[src/rtl/uart_frame_pkg.sv]
// ----------------------------------------------------------------------------
// uart_frame_pkg
// Shared definitions for the compressed-frame UART link. Both the receiver
// (uart_frame_receiver) and the transmit-side frame_end_stuffer import it.
//   - Receive state encoding (IDLE, START, DATA, STOP, WAIT_IDLE)
//   - Default end-of-frame delimiter (JPEG EOI marker, sent MSB byte first)
// No ports: package only.
// ----------------------------------------------------------------------------
package uart_frame_pkg;

    // Receive state machine encoding; kept as plain constants so older
    // tooling and the stuffer's debug taps can share the same values.
    typedef logic [2:0] rx_state_t;

    localparam rx_state_t RX_IDLE      = 3'd0;
    localparam rx_state_t RX_START     = 3'd1;
    localparam rx_state_t RX_DATA      = 3'd2;
    localparam rx_state_t RX_STOP      = 3'd3;
    localparam rx_state_t RX_WAIT_IDLE = 3'd4;

    // Default delimiter: JPEG end-of-image marker.
    localparam int unsigned DEFAULT_DELIMITER_LENGTH = 16;
    localparam logic [15:0] DEFAULT_DELIMITER        = 16'hffd9;

    // Number of whole bytes in a delimiter of the given bit length.
    function automatic int unsigned delimiter_bytes(input int unsigned length_bits);
        return length_bits / 32'd8;
    endfunction

endpackage

[src/rtl/uart_frame_receiver_byte_rx.sv]
// ----------------------------------------------------------------------------
// uart_byte_rx
// 8N1 byte deserialiser: two-flop synchroniser on the serial line, a bit
// timer that samples mid-bit, and the receive state machine.
// Ports:
//   clock      in   system clock
//   nreset     in   asynchronous active-low reset
//   uart_rx    in   serial line, idle high, asynchronous to clock
//   rx_byte    out  assembled byte (valid while byte_done is high)
//   byte_done  out  high for the single cycle in which a good stop bit is sampled
//   frame_err  out  high for the single cycle in which a low stop bit is sampled
// byte_done / frame_err are decoded purely from registers, so the parent can
// register them once and present the byte the cycle after the stop sample.
// ----------------------------------------------------------------------------
module uart_byte_rx
    import uart_frame_pkg::*;
#(
    parameter int unsigned CLOCKS_PER_BIT = 4
)
(
    input  logic       clock,
    input  logic       nreset,
    input  logic       uart_rx,
    output logic [7:0] rx_byte,
    output logic       byte_done,
    output logic       frame_err
);

    localparam int unsigned TW = $clog2(CLOCKS_PER_BIT);
    localparam logic [TW-1:0] HALF_LOAD = TW'(CLOCKS_PER_BIT / 2 - 1);
    localparam logic [TW-1:0] FULL_LOAD = TW'(CLOCKS_PER_BIT - 1);
    localparam logic [TW-1:0] TIMER_ONE = TW'(1);
    localparam logic [TW-1:0] TIMER_ZERO = TW'(0);

    logic            rx_meta_r;
    logic            rx_s;          // synchronised serial line
    rx_state_t       state_r;
    rx_state_t       state_nxt_s;
    logic [TW-1:0]   timer_r;
    logic [TW-1:0]   timer_nxt_s;
    logic [2:0]      bit_idx_r;
    logic [2:0]      bit_idx_nxt_s;
    logic [7:0]      shift_r;
    logic [7:0]      shift_nxt_s;
    logic            timer_done_s;

    // Two-flop synchroniser; resets to the idle (high) line level.
    always_ff @(posedge clock or negedge nreset) begin
        if (!nreset) begin
            rx_meta_r <= 1'b1;
            rx_s      <= 1'b1;
        end else begin
            rx_meta_r <= uart_rx;
            rx_s      <= rx_meta_r;
        end
    end

    assign timer_done_s = (timer_r == TIMER_ZERO);

    // Next-state logic: the timer is reloaded on each sample so bits are
    // taken every CLOCKS_PER_BIT cycles, starting half a bit after the edge.
    always_comb begin
        state_nxt_s   = state_r;
        timer_nxt_s   = timer_r;
        bit_idx_nxt_s = bit_idx_r;
        shift_nxt_s   = shift_r;
        case (state_r)
            RX_IDLE: begin
                if (!rx_s) begin
                    state_nxt_s = RX_START;
                    timer_nxt_s = HALF_LOAD;
                end else begin
                    state_nxt_s = RX_IDLE;
                end
            end
            RX_START: begin
                if (!timer_done_s) begin
                    timer_nxt_s = timer_r - TIMER_ONE;
                end else if (rx_s) begin
                    // Line back high at mid start bit: a glitch, not a byte.
                    state_nxt_s = RX_IDLE;
                end else begin
                    state_nxt_s   = RX_DATA;
                    bit_idx_nxt_s = 3'd0;
                    timer_nxt_s   = FULL_LOAD;
                end
            end
            RX_DATA: begin
                if (!timer_done_s) begin
                    timer_nxt_s = timer_r - TIMER_ONE;
                end else begin
                    // LSB arrives first, so shift in from the top.
                    shift_nxt_s = {rx_s, shift_r[7:1]};
                    timer_nxt_s = FULL_LOAD;
                    if (bit_idx_r == 3'd7) begin
                        state_nxt_s = RX_STOP;
                    end else begin
                        bit_idx_nxt_s = bit_idx_r + 3'd1;
                    end
                end
            end
            RX_STOP: begin
                if (!timer_done_s) begin
                    timer_nxt_s = timer_r - TIMER_ONE;
                end else if (rx_s) begin
                    state_nxt_s = RX_IDLE;
                end else begin
                    // Hold off until the line returns high so a break does
                    // not look like an endless stream of start bits.
                    state_nxt_s = RX_WAIT_IDLE;
                end
            end
            RX_WAIT_IDLE: begin
                if (rx_s) begin
                    state_nxt_s = RX_IDLE;
                end else begin
                    state_nxt_s = RX_WAIT_IDLE;
                end
            end
            default: begin
                state_nxt_s = RX_IDLE;
            end
        endcase
    end

    // State, timer and shift register update.
    always_ff @(posedge clock or negedge nreset) begin
        if (!nreset) begin
            state_r   <= RX_IDLE;
            timer_r   <= TIMER_ZERO;
            bit_idx_r <= 3'd0;
            shift_r   <= 8'h00;
        end else begin
            state_r   <= state_nxt_s;
            timer_r   <= timer_nxt_s;
            bit_idx_r <= bit_idx_nxt_s;
            shift_r   <= shift_nxt_s;
        end
    end

    assign rx_byte   = shift_r;
    assign byte_done = (state_r == RX_STOP) && timer_done_s && rx_s;
    assign frame_err = (state_r == RX_STOP) && timer_done_s && !rx_s;

endmodule

[src/rtl/uart_frame_receiver.sv]
// ----------------------------------------------------------------------------
// uart_frame_receiver
// Receive end of the compressed-frame UART link. Deserialises 8N1 bytes,
// detects the end-of-frame delimiter and reports frame boundaries and length.
// Optional build macro: UART_FRAME_RX_STRIP_EN -- when defined, delimiter
// bytes are removed from the output stream (output lags by
// DELIMITER_LENGTH/8-1 bytes) and frame_length excludes the delimiter.
// Ports:
//   clock           in   system clock
//   nreset          in   asynchronous active-low reset
//   uart_rx         in   serial input, idle high, asynchronous
//   data_out        out  received byte
//   data_out_valid  out  one-cycle strobe qualifying data_out
//   frame_end       out  one-cycle strobe on the final delimiter byte
//   frame_length    out  byte count of the last frame, held until next frame_end
//   framing_error   out  one-cycle strobe when a stop bit is sampled low
// ----------------------------------------------------------------------------
module uart_frame_receiver
    import uart_frame_pkg::*;
#(
    parameter int unsigned CLOCKS_PER_BIT   = 4,
    parameter int unsigned DELIMITER_LENGTH = DEFAULT_DELIMITER_LENGTH,
    parameter logic [DELIMITER_LENGTH-1:0] DELIMITER = DEFAULT_DELIMITER,
    parameter int unsigned COUNT_WIDTH      = 24
)
(
    input  logic                   clock,
    input  logic                   nreset,
    input  logic                   uart_rx,
    output logic [7:0]             data_out,
    output logic                   data_out_valid,
    output logic                   frame_end,
    output logic [COUNT_WIDTH-1:0] frame_length,
    output logic                   framing_error
);

    localparam int unsigned NB = delimiter_bytes(DELIMITER_LENGTH);
    localparam int unsigned FW = $clog2(NB + 1);
    // Only the older NB-1 bytes need storing; the newest is the incoming byte.
    localparam int unsigned HW = (NB > 1) ? (NB - 1) * 8 : 8;
    localparam logic [FW-1:0] FULL_FILL = FW'(NB);
    localparam logic [FW-1:0] FILL_ONE  = FW'(1);
    localparam logic [COUNT_WIDTH-1:0] COUNT_ONE = COUNT_WIDTH'(1);

    logic [7:0]                  rx_byte_s;
    logic                        byte_done_s;
    logic                        frame_err_s;
    logic [HW-1:0]               held_r;
    logic [HW-1:0]               held_nxt_s;
    logic [FW-1:0]               fill_r;
    logic [FW-1:0]               fill_inc_s;
    logic [DELIMITER_LENGTH-1:0] win_shift_s;
    logic                        match_s;
    logic [COUNT_WIDTH-1:0]      count_r;
    logic [COUNT_WIDTH-1:0]      count_inc_s;
    logic                        emit_s;
    logic [7:0]                  emit_byte_s;
    logic [COUNT_WIDTH-1:0]      match_len_s;

    uart_byte_rx #(
        .CLOCKS_PER_BIT (CLOCKS_PER_BIT)
    ) u_byte_rx (
        .clock     (clock),
        .nreset    (nreset),
        .uart_rx   (uart_rx),
        .rx_byte   (rx_byte_s),
        .byte_done (byte_done_s),
        .frame_err (frame_err_s)
    );

    // Window as it would look with the incoming byte shifted in (newest in LSBs).
    generate
        if (NB > 1) begin : g_multi_byte
            assign win_shift_s = {held_r, rx_byte_s};
            assign held_nxt_s  = win_shift_s[HW-1:0];
        end else begin : g_single_byte
            assign win_shift_s = rx_byte_s;
            assign held_nxt_s  = {HW{1'b0}};
        end
    endgenerate

    // Saturating increments for the window fill count and the byte counter.
    always_comb begin
        if (fill_r == FULL_FILL) begin
            fill_inc_s = fill_r;
        end else begin
            fill_inc_s = fill_r + FILL_ONE;
        end
        if (&count_r) begin
            count_inc_s = count_r;
        end else begin
            count_inc_s = count_r + COUNT_ONE;
        end
    end

    assign match_s = byte_done_s && (fill_inc_s == FULL_FILL) && (win_shift_s == DELIMITER);

`ifdef UART_FRAME_RX_STRIP_EN
    logic [7:0] oldest_s;

    // Oldest held byte: released once a newer non-matching byte arrives.
    generate
        if (NB > 1) begin : g_oldest_multi
            assign oldest_s = held_r[HW-1 -: 8];
        end else begin : g_oldest_single
            assign oldest_s = rx_byte_s;
        end
    endgenerate

    // A byte is only released when NB-1 newer bytes sit behind it, which
    // guarantees it can never turn out to be part of a delimiter.
    assign emit_s      = byte_done_s && !match_s && (fill_r >= FW'(NB - 1));
    assign emit_byte_s = oldest_s;
    assign match_len_s = count_r;
`else
    assign emit_s      = byte_done_s;
    assign emit_byte_s = rx_byte_s;
    assign match_len_s = count_inc_s;
`endif

    // Delimiter match window; cleared after a match (no shared bytes between
    // matches) and on a framing error (held bytes are flushed, not emitted).
    always_ff @(posedge clock or negedge nreset) begin
        if (!nreset) begin
            held_r <= {HW{1'b0}};
            fill_r <= {FW{1'b0}};
        end else if (frame_err_s || match_s) begin
            held_r <= {HW{1'b0}};
            fill_r <= {FW{1'b0}};
        end else if (byte_done_s) begin
            held_r <= held_nxt_s;
            fill_r <= fill_inc_s;
        end else begin
            held_r <= held_r;
            fill_r <= fill_r;
        end
    end

    // Per-frame byte counter and the latched length of the last frame.
    always_ff @(posedge clock or negedge nreset) begin
        if (!nreset) begin
            count_r      <= {COUNT_WIDTH{1'b0}};
            frame_length <= {COUNT_WIDTH{1'b0}};
        end else if (match_s) begin
            count_r      <= {COUNT_WIDTH{1'b0}};
            frame_length <= match_len_s;
        end else if (emit_s) begin
            count_r      <= count_inc_s;
            frame_length <= frame_length;
        end else begin
            count_r      <= count_r;
            frame_length <= frame_length;
        end
    end

    // Registered output strobes and data.
    always_ff @(posedge clock or negedge nreset) begin
        if (!nreset) begin
            data_out       <= 8'h00;
            data_out_valid <= 1'b0;
            frame_end      <= 1'b0;
            framing_error  <= 1'b0;
        end else begin
            data_out_valid <= emit_s;
            frame_end      <= match_s;
            framing_error  <= frame_err_s;
            if (emit_s) begin
                data_out <= emit_byte_s;
            end else begin
                data_out <= data_out;
            end
        end
    end

endmodule
[config.mk]
export PLATFORM = sky130hd
export DESIGN_NAME = uart_frame_receiver
export DESIGN_NICKNAME = d
export VERILOG_FILES = /design/src/rtl/uart_frame_pkg.sv /design/src/rtl/uart_frame_receiver_byte_rx.sv /design/src/rtl/uart_frame_receiver.sv
export SDC_FILE = /design/constraint.sdc
export NUM_CORES = 1
export LEC_CHECK = 0
export BUFFER_PORTS_ARGS = -buffer_cell sky130_fd_sc_hd__buf_2
export CAP_MARGIN = 20
export CORE_ASPECT_RATIO = 1.5
export CORE_MARGIN = 1.5
export CORE_UTILIZATION = 35
export CTS_CLUSTER_DIAMETER = 150
export CTS_CLUSTER_SIZE = 10
export DETAILED_ROUTE_END_ITERATION = 7
export GPL_TIMING_DRIVEN = 0
export PLACE_DENSITY = 0.52
export SETUP_SLACK_MARGIN = 0.3
export SKIP_LAST_GASP = 1
export SYNTH_ARGS = -nofsm -noshare
export SYNTH_HDL_FRONTEND = slang
export SYNTH_SLANG_ARGS = --single-unit
export TNS_END_PERCENT = 10
[constraint.sdc]
create_clock -name clock -period 2.5 [get_ports clock]
set_clock_uncertainty 0.2 [all_clocks]
set_input_delay 0.375 -clock clock [delete_from_list [all_inputs] [get_ports clock]]
set_output_delay 0.375 -clock clock [all_outputs]
set_load 0.1 [all_outputs]
# Word level (Yosys, flattened, before mapping)
# Cells that the tools add are included.
# W data, S select, Z words.
[op_classes]
addsub = 4
n_mul = 0
n_div = 0
magnitude_cmp = 0
eq_ne = 17
shifts = 0
n_mux = 27
bitwise = 0
reduce_logical = 18
[ops]
columns = ["operator", "n"]
rows = [
  ["$mux W24", 3],
  ["$mux W3", 9],
  ["$add A24 B1 Y24 const B", 1],
  ["$reduce_and A24 Y1", 1],
  ["$mux W2", 9],
  ["$eq A16 B16 Y1 const B", 1],
  ["$mux W8", 2],
  ["$pmux W3 S5", 1],
  ["$ne A2 B1 Y1 const B", 4],
  ["$ne A2 B2 Y1 const B", 4],
  ["$pmux W2 S4", 1],
  ["$reduce_and A4 Y1", 2],
  ["$eq A3 B2 Y1 const B", 2],
  ["$eq A3 B3 Y1 const B", 2],
  ["$pmux W3 S2", 1],
  ["$reduce_bool A2 Y1", 3],
  ["$logic_and A1 B1 Y1", 5],
  ["$reduce_and A5 Y1", 1],
  ["$eq A2 B2 Y1 const B", 2],
  ["$reduce_bool A4 Y1", 1],
  ["$add A3 B1 Y3 const B", 1],
  ["$eq A3 B1 Y1 const B", 1],
  ["$logic_not A3 Y1", 1],
  ["$ne A3 B3 Y1 const B", 1],
  ["other kinds (7)", 7],
]
[totals]
register_bits = 87
latchBits = 0
ramBits = 0
mem_bits_ro = 0
input_bits = 3
output_inout_bits = 35
wordCells = 80
n_memories = 0

# Depth between registers and ports, before layout
# Gate-level depths: netlist (run 1).
[depth]
ltp_word = 7
depth_mapped = 11
depth_no_buf = 9

# Hierarchy
# Synthesis (run 1) repeated with hierarchy kept, for this count alone.
[hier_totals]
cells_unflattened = 423
hier_area_um2 = 4321.6
[modules_own_cells]
columns = ["module", "instances", "cells_per_inst", "area_each_um2", "seq_area_each_um2"]
rows = [
  ["uart_frame_receiver", 1, 353, 3480.8, 1726.7],
  ["uart_byte_rx", 1, 70, 840.8, 452.9],
]

# Least setup slack after synthesis (run 1)
# No wires, ideal clock.
[synth_timing]
path_kind = "reg2reg"
from = "register count_r[0]"
to = "register count_r[15]"
setup_ns = 0.069
t_arrival_ns = 1.999
required_time_ns = 2.231
path_slack_ns = 0.232
stages_incl_launch_ff = 8
n_path_buf = 1
period_less_slack_ns = 2.268
path_cell_list = "dfrtp_1 > ha_1 > and3_1 > and2_1 > buf_6 > a311oi_4 > or4b_1 > nand3_1"
[synth_between]
elab_chain_len = 4
elab_cells_between_ends = 5
classes_between = "1 x add/sub; 3 x mux; 1 x reduce/logical"
[synth_rtl]
columns = ["element", "line", "rtl"]
rows = [
  ["from (decl)", "uart_frame_receiver.sv:54", "logic [COUNT_WIDTH-1:0] count_r;"],
  ["from (signal assigned)", "uart_frame_receiver.sv:142", "count_r <= {COUNT_WIDTH{1'b0}};"],
  ["from (signal assigned)", "uart_frame_receiver.sv:145", "count_r <= {COUNT_WIDTH{1'b0}};"],
  ["from (signal assigned)", "uart_frame_receiver.sv:148", "count_r <= count_inc_s;"],
  ["$add A24 B1 Y24 or $reduce_and A24 Y1 (tied branches)", "uart_frame_receiver.sv:92, uart_frame_receiver.sv:89", ""],
  ["$mux W24 (*)", "uart_frame_receiver.sv:89", "if (&count_r) begin"],
  ["$mux W24 (*)", "uart_frame_receiver.sv:147", "end else if (emit_s) begin"],
  ["$mux W24 (*)", "uart_frame_receiver.sv:144", "end else if (match_s) begin"],
]
# Mark *: on every way between the ends. The rest lies on a longest branch, timed or not. The select of a mux whose other input is x is not followed.
# A chain may end at the register's enable or synchronous reset.

# Worst setup path after layout (run 1)
# Ends and elaborated chain as after synthesis.

==> results of run 1 <==
## layout make-up
cell class | instances | area (um^2) | area share [%]
multi-input cells | 311 | 2170 | 39.3
inverters | 14 | 55.1 | 0.995
flip-flops and latches | 87 | 2180 | 39.4
clock buffers | 10 | 239 | 4.32
well taps | 153 | 191 | 3.46
clock inverters | 6 | 67.6 | 1.22
plain buffers | 25 | 203 | 3.66
repair buffers | 61 | 425 | 7.69
## power breakdown
| group | switching [mW] | leakage [nW] | internal [mW] | total (mW) |
|---|---|---|---|---|
| Clock | 0.580 | 0.145 | 0.807 | 1.39 |
| Combinational | 0.549 | 1.13 | 0.315 | 0.864 |
| Sequential | 0.114 | 1.19 | 1.56 | 1.68 |
| Total | 1.24 | 2.47 | 2.68 | 3.93 |
## placed cells by master, fill, tap and decap left out, types with 4 or more instances in the layout
master,n
a21o_1,8
a21oi_1,16
a22o_1,12
and4_1,6
buf_2,40
buf_4,21
buf_6,8
clkbuf_16,9
dfrtp_1,84
inv_1,12
mux2_2,9
nand2_1,67
nand3_1,10
nand4_1,5
nor2_1,24
nor3_1,4
nor3_2,5
o21ai_0,18
o21ai_1,25
o31ai_1,4
or3_1,7
xnor2_1,16
## per-layer routing
metal / global-route usage [%] / vias to the layer above / part of all wire, %
met4: 7.70 / 0 / 2.1
li1: - / 1713 / -
met2: 30.3 / 53 / 54
met3: 1.79 / 13 / 2.4
met5: 0 / - / 0
met1: 20.6 / 1739 / 42
## cells by family after synthesis
kind of cell | Yosys count | synth area share (%)
flip-flops | 87 | 49.7
adder cells (fa/ha/maj) | 5 | 1.43
buffers and inverters | 39 | 4.42
AND/OR/NAND/NOR | 171 | 21.4
multiplexers | 11 | 2.80
XOR/XNOR | 19 | 3.79
AO/OA/AOI/OAI | 105 | 16.5
## registers in the layout, summed over array words and instances, names as in the netlist
name and cells:
framing_error 1, held_r 8, frame_end 1, u_byte_rx.rx_s 1, frame_length 24, u_byte_rx.state_r 3, u_byte_rx.rx_byte 8, data_out_valid 1
u_byte_rx.bit_idx_r 3, fill_r 2, data_out 8, u_byte_rx.rx_meta_r 1, count_r 24, u_byte_rx.timer_r 2
## timing repair
item | CTS | global route
hold buffers | 2 | 0
endpoints found under the hold margin | 37 | 0
buffers inserted | 6 | 15
gates cloned | 0 | 0
resized for setup | 30 | 24
setup endpoints to repair | 68 | 58
pin swaps | 3 | 12
## per-stage QoR
step / setup TNS [ns] / area, um^2 / utilization (%) / total power [mW] / hold slack (ns)
floorplan: 0 / 4390 / - / 2.25 / -0.121
global placement: -2.15 / 4770 / 39.5 / 2.41 / 0.149
detailed placement: -3.00 / 4800 / 39.7 / 2.45 / 0.150
CTS: 0 / 5310 / 44.0 / 3.92 / 0.159
global route: 0 / 5540 / 45.8 / 4.12 / 0.161
finish: 0 / 5540 / 45.8 / 3.93 / 0.157
## how the worst max path moves through the flow
| stage | start | to | slack (ns) |
|---|---|---|---|
| global placement | u_byte_rx.timer_r[0] | count_r[1] | -0.15 |
| global route | count_r[1] | count_r[23] | 0.21 |
| finish | count_r[0] | count_r[15] | 0.26 |
| CTS | u_byte_rx.timer_r[0] | held_r[0] | 0.24 |
| detailed placement | u_byte_rx.timer_r[0] | count_r[1] | -0.18 |
| floorplan | count_r[0] | count_r[15] | 0.31 |
==> summary.md, run 1 <==
| Metric | Value |
|---|---|
| DP Cell Count | `about 630` |
| Kind of critical path | `flip-flop to flip-flop` |
| CP Max Fanout | `6` |
| # H-tree levels | `3` |
| Worst-margin pin slew | `about 0.62 ns` |
| RR Startpoint | `count_r[0]` |
| Hold Startpoint | `u_byte_rx.rx_meta_r` |
| Crit-path max cell delay | `0.51 ns` |
| CP arrival | `roughly 2.3 ns` |
| Fin worst setup slack | `~0.26 ns` |
| Pwr/cell area | `between 700 and 800 mW/mm^2` |
| Fin. Hold Viols | `0` |
| Post-synth top cells | `85 x dfrtp_1, 68 x nand2_1, 25 x o21ai_1` |
| Async set or reset register ratio after synthesis | `100%` |
| Root Driver | `clkbuf_16` |
| Top cells by area, synth | `dfrtp_1 48%, nand2_1 5.8%, xnor2_1 3.2%, o21ai_1 2.9%, mux2_2 2.6%` |
| Final Cycle Share | `roughly nine tenths` |
| Delay-heaviest family, CP | `simple AND/OR/NAND/NOR gates` |
| Post-route ant nets | `0` |
| Final setup viols | `0` |
| CORE AREA | `0.0121 mm^2` |
| Fmax achieved | `about 450 MHz` |
| Die height | `approximately 140 um` |
| Initial antenna violation count | `0` |
| Inserted Clock Buffers | `9` |
| Die Wd | `approximately 94 um` |
| CP endpoint kind | `flip-flop` |
| Hold EP | `u_byte_rx.rx_s` |
| DRT Pass-1 Iters | `4` |
| Insertion delay to the later sink of the worst-skew pair | `~0.34 ns` |
| Final slew viol count | `0` |
| Fraction of layout cells with a size suffix above 1 | `29.6%` |
| GPL Wtd Cong | `0.868` |
| Status | `finished clean` |
| MaxCap Viol Count | `0` |
| Largest net degree at the start of global routing | `50` |
| Pleak | `2.47 nW` |
| Slowest-stage cell, CP | `or4b_4` |
| Clk sinks | `between 80 and 90` |
| Post-synthesis cell area | `roughly 0.0044 mm^2` |
| Count leader, synth | `dfrtp_1` |
| First-pass GRT wire length | `about 17 mm` |
| Row count | `slightly below 50` |
| Number of fill cells in the layout | `roughly 1200` |
| Worst EP required | `between 2 and 3 ns` |
| Area delta synth->final | `26.2%` |
| Syn_area_per_cell | `10.0 um^2` |
| Yosys cell types | `just over 60` |
| R2r worst-path depth | `7` |
| Synth Net Count | `approximately 450` |
| Critical R2R Capture | `count_r[15]` |
| Area share of the largest cell type after synthesis | `around half` |
| Vias | `3518` |
| Per-cell routed wire length | `between 15 and 20 um` |
| CTS clk-pin slew, worst paths | `roughly 0.070 ns` |
| IO Count | `38` |
| Warnings from Yosys | `0` |
| # diodes | `0` |
| TritonCTS clock tree | `done` |
| Non-filler cells, final | `between 600 and 700` |
| HPWL after DPL | `roughly 7.6 mm` |
| Initial Util | `36.3%` |
| CP Depth | `7` |
| WP buf/inv | `1` |
| Period minus WS final | `2.24 ns` |
| Relative slew slack | `58.2%` |
| Die area | `between 0.01 and 0.015 mm^2` |
| Vias in the first global route | `roughly 3400` |
| GRT Util Overall | `roughly 17%` |
| Primary FF master, synth | `dfrtp_1` |
| Final WL | `roughly 11 mm` |
| Post-synthesis sequential area ratio | `49.7%` |
| Area leader, netlist | `dfrtp_1` |
| Fin nets | `around 520` |
| RSZ-0062 raised after global routing | `true` |
| DRC viols | `0` |
| CP Cell Sequence | `ha_4, and3_4, and2_4, buf_6, a311oi_4, or4b_4, nand3_2` |
| WHS Path Cells | `0` |
| Cells after Synth | `between 400 and 500` |
| Detailed router's first-iteration violation count | `around 190` |
| VDD IR max | `~0.8 mV` |
| DR vias/cell | `5.27` |
| R2R setup slack | `between 0.2 and 0.3 ns` |
| Port Buffers | `37` |
| Clock Tree Buf Depth | `2` |
| Min-Delay Path Class | `flip-flop to flip-flop` |
| Remaining global-route overflow | `0` |
| Flops & latches, synth | `a little under 90` |
| Post-synth EDFFs | `0` |
| Setup WS pre-CTS | `-0.182 ns` |
| CP startpoint kind | `flip-flop` |
(Power assumes the default switching activity.)
==> run 2, diff against run 1 <==
--- a/config.mk
+++ b/config.mk
@@ -8,7 +8,6 @@
 export BUFFER_PORTS_ARGS = -buffer_cell sky130_fd_sc_hd__buf_2
 export CAP_MARGIN = 20
 export CORE_ASPECT_RATIO = 1.5
-export CORE_MARGIN = 1.5
 export CORE_UTILIZATION = 35
 export CTS_CLUSTER_DIAMETER = 150
 export CTS_CLUSTER_SIZE = 10
==> constraint.sdc (replaced) <==
create_clock -name clock -period 2.5 [get_ports clock]
set_clock_uncertainty 0.2 [all_clocks]
set_input_delay 0.25 -clock clock [delete_from_list [all_inputs] [get_ports clock]]
set_output_delay 0.25 -clock clock [all_outputs]
set_load 0.1 [all_outputs]
==> run 2 against run 1 <==
Against the previous run: design area is 1.4% higher; core utilization rose by 0.64 points; non-clock buffer count up 11; power down 0.75%; wire length rose by 3.5%; highest routed layer unchanged.
==> summary.md, run 2 (synthesis gave the netlist of run 1 again) <==
| Metric | Value |
|---|---|
| Status | `finished clean (unchanged)` |
| Inserted Clock Buffers | `9 (unchanged)` |
| RR Startpoint | `count_r[0] (unchanged)` |
| Detailed router's first-iteration violation count | `184 (was 192)` |
| DRT Pass-1 Iters | `4 (unchanged)` |
| Most common cell after layout, fill and taps aside | `dfrtp_1 (unchanged)` |
| Port Buffers | `37 (unchanged)` |
| Period minus WS final | `2.19 ns (was 2.24 ns)` |
| Final Cycle Share | `87.6% (was 89.8%)` |
| VDD IR max | `0.706 mV (was 0.824 mV)` |
| HPWL after DPL | `7.65 mm (was 7.62 mm)` |
| MaxCap Viol Count | `0 (unchanged)` |
| CP startpoint kind | `flip-flop (unchanged)` |
| Utilization after layout | `46.5% (was 45.8%)` |
| Top Registers | `count_r x24, frame_length x24 (unchanged)` |
| Fraction of layout cells with a size suffix above 1 | `31.2% (was 29.6%)` |
| R2r worst-path depth | `7 (unchanged)` |
| Worst EP required | `2.59 ns (about the same)` |
| Clock Tree Buf Depth | `2 (unchanged)` |
| Pwr/cell area | `695 mW/mm^2 (was 710 mW/mm^2)` |
| Fmax achieved | `457 MHz (was 446 MHz)` |
| Critical R2R Capture | `count_r[15] (unchanged)` |
| Die height | `139 um (was 140 um)` |
| Per-cell routed wire length | `16.6 um (was 16.3 um)` |
| GRT Util Overall | `18.1% (was 17.1%)` |
| Fin nets | `528 (was 517)` |
| Vias in the first global route | `3474 (was 3389)` |
| CORE AREA | `0.0121 mm^2 (unchanged)` |
| Row count | `49 (unchanged)` |
| Area delta synth->final | `28.0% (was 26.2%)` |
| Setup tns final | `0 ns (unchanged)` |
| Die area | `0.0130 mm^2 (was 0.0132 mm^2)` |
| Initial Util | `36.3% (unchanged)` |
| Die Wd | `93.4 um (was 94.4 um)` |
| Kind of critical path | `flip-flop to flip-flop (unchanged)` |
| CTS clk-pin slew, worst paths | `0.07 ns (about the same)` |
| TritonCTS clock tree | `done (unchanged)` |
| Remaining global-route overflow | `0 (unchanged)` |
| GPL Wtd Cong | `0.846 (was 0.868)` |
| First-pass GRT wire length | `18.0 mm (was 17.5 mm)` |
| # diodes | `0 (unchanged)` |
| Vias | `3585 (was 3518)` |
| Non-filler cells, final | `678 (was 667)` |
| CP endpoint kind | `flip-flop (unchanged)` |
| Root Driver | `clkbuf_16 (unchanged)` |
| Clk sinks | `87 (unchanged)` |
| Commonest non-fill, non-tap cells in the layout | `84 x dfrtp_1, 67 x nand2_1, 41 x buf_2, 32 x buf_4, 25 x o21ai_1 (was 84 x dfrtp_1, 67 x nand2_1, 40 x buf_2, 25 x o21ai_1, 24 x nor2_1)` |
| WHS Path Cells | `0 (unchanged)` |
| # H-tree levels | `3 (unchanged)` |
| Fin worst setup slack | `0.311 ns (was 0.256 ns)` |
| Initial antenna violation count | `0 (unchanged)` |
| Worst-margin pin slew | `0.536 ns (was 0.623 ns)` |
| Pleak | `2.54 nW (was 2.47 nW)` |
| Final setup viols | `0 (unchanged)` |
| CP Max Fanout | `8 (was 6)` |
| Relative slew slack | `64.1% (was 58.2%)` |
| DR vias/cell | `5.29 (was 5.27)` |
| Final WL | `11.3 mm (was 10.9 mm)` |
| Fin. Hold Viols | `0 (unchanged)` |
| Post-route ant nets | `0 (unchanged)` |
| Setup WS pre-CTS | `-0.200 ns (was -0.182 ns)` |
| R2R setup slack | `0.31 ns (was 0.26 ns)` |
| Final slew viol count | `0 (unchanged)` |
| Hold Startpoint | `u_byte_rx.rx_meta_r (unchanged)` |
| Insertion delay to the later sink of the worst-skew pair | `0.35 ns (was 0.34 ns)` |
| Hold EP | `u_byte_rx.rx_s (unchanged)` |
| Min-Delay Path Class | `flip-flop to flip-flop (unchanged)` |
| IO Count | `38 (unchanged)` |
| CP arrival | `2.28 ns (was 2.33 ns)` |
| Largest net degree at the start of global routing | `51 (was 50)` |
| DP Cell Count | `628 (unchanged)` |
| RSZ-0062 raised after global routing | `true (unchanged)` |
| DRC viols | `0 (unchanged)` |
==> run 2: cell count changes in the layout (fill, tap and decap cells not counted), moves of 2 or more <==
cell / previous run / this run
nor3_2: 5 / 3
clkbuf_4: 3 / 1
inv_1: 12 / 10
buf_4: 21 / 32
nor3_4: 0 / 2
==> run 2: area by class of cell <==
class	count	area, um^2
multi-input combinational	311	2190
clock inverter	6	45.0
sequential	87	2180
fill	1174	6460
timing repair buffer	72	508
buffer	25	208
inverter	14	57.6
tap	153	191
clock buffer	10	229
==> run 2: how the worst max path moves through the flow <==
| stage | start | endpoint | slack [ns] | cells after the start |
|---|---|---|---|---|
| after global routing | count_r[1] | count_r[15] | 0.26 | 6 |
| after detailed placement | u_byte_rx.timer_r[0] | count_r[1] | -0.20 | 10 |
| after global placement | u_byte_rx.timer_r[0] | count_r[1] | -0.15 | 10 |
| final | count_r[0] | count_r[15] | 0.31 | 7 |
| after CTS | u_byte_rx.timer_r[0] | count_r[9] | 0.26 | 8 |
| after floorplan | count_r[0] | count_r[15] | 0.31 | 7 |
==> run 2: layer usage <==
layer / track usage, % / vias up / routed length [um]
li1: - / 1722 / -
met1: 21.0 / 1791 / 4700
met2: 31.5 / 51 / 5970
met3: 3.29 / 21 / 262
met4: 9.15 / 0 / 337
met5: 0 / - / 0
==> run 2: timing repair <==
item                                    CTS  global route
gates cloned                              1             0
pin swaps                                 3            11
hold endpoints to repair                 36             0
endpoints found under the setup margin   68            63
buffers inserted                         10            21
hold buffers                              2             0
gates resized for setup                  35            25
==> run 2: stage by stage <==
| step | instance area [um^2] | power [mW] | hold WS (ns) |
|---|---|---|---|
| after floorplan | 4390 | 2.25 | -0.246 |
| after global placement | 4770 | 2.41 | 0.149 |
| after detailed placement | 4800 | 2.45 | 0.0732 |
| after CTS | 5320 | 3.82 | 0.159 |
| after global routing | 5610 | 4.09 | 0.162 |
| final | 5610 | 3.90 | 0.157 |
==> run 2: power by group <==
group	internal, mW	leakage [nW]	switching [mW]
combinational	0.361	1.23	0.588
clock	0.679	0.126	0.597
sequential	1.56	1.19	0.111
==> run 2: critical path: stages (launching register included) <==
cell      delay [ns]
dfrtp_2         0.42
ha_4            0.17
and3_4          0.20
and2_4          0.14
buf_6           0.14
a311oi_4        0.29
or4b_4          0.50
nand3_2         0.08
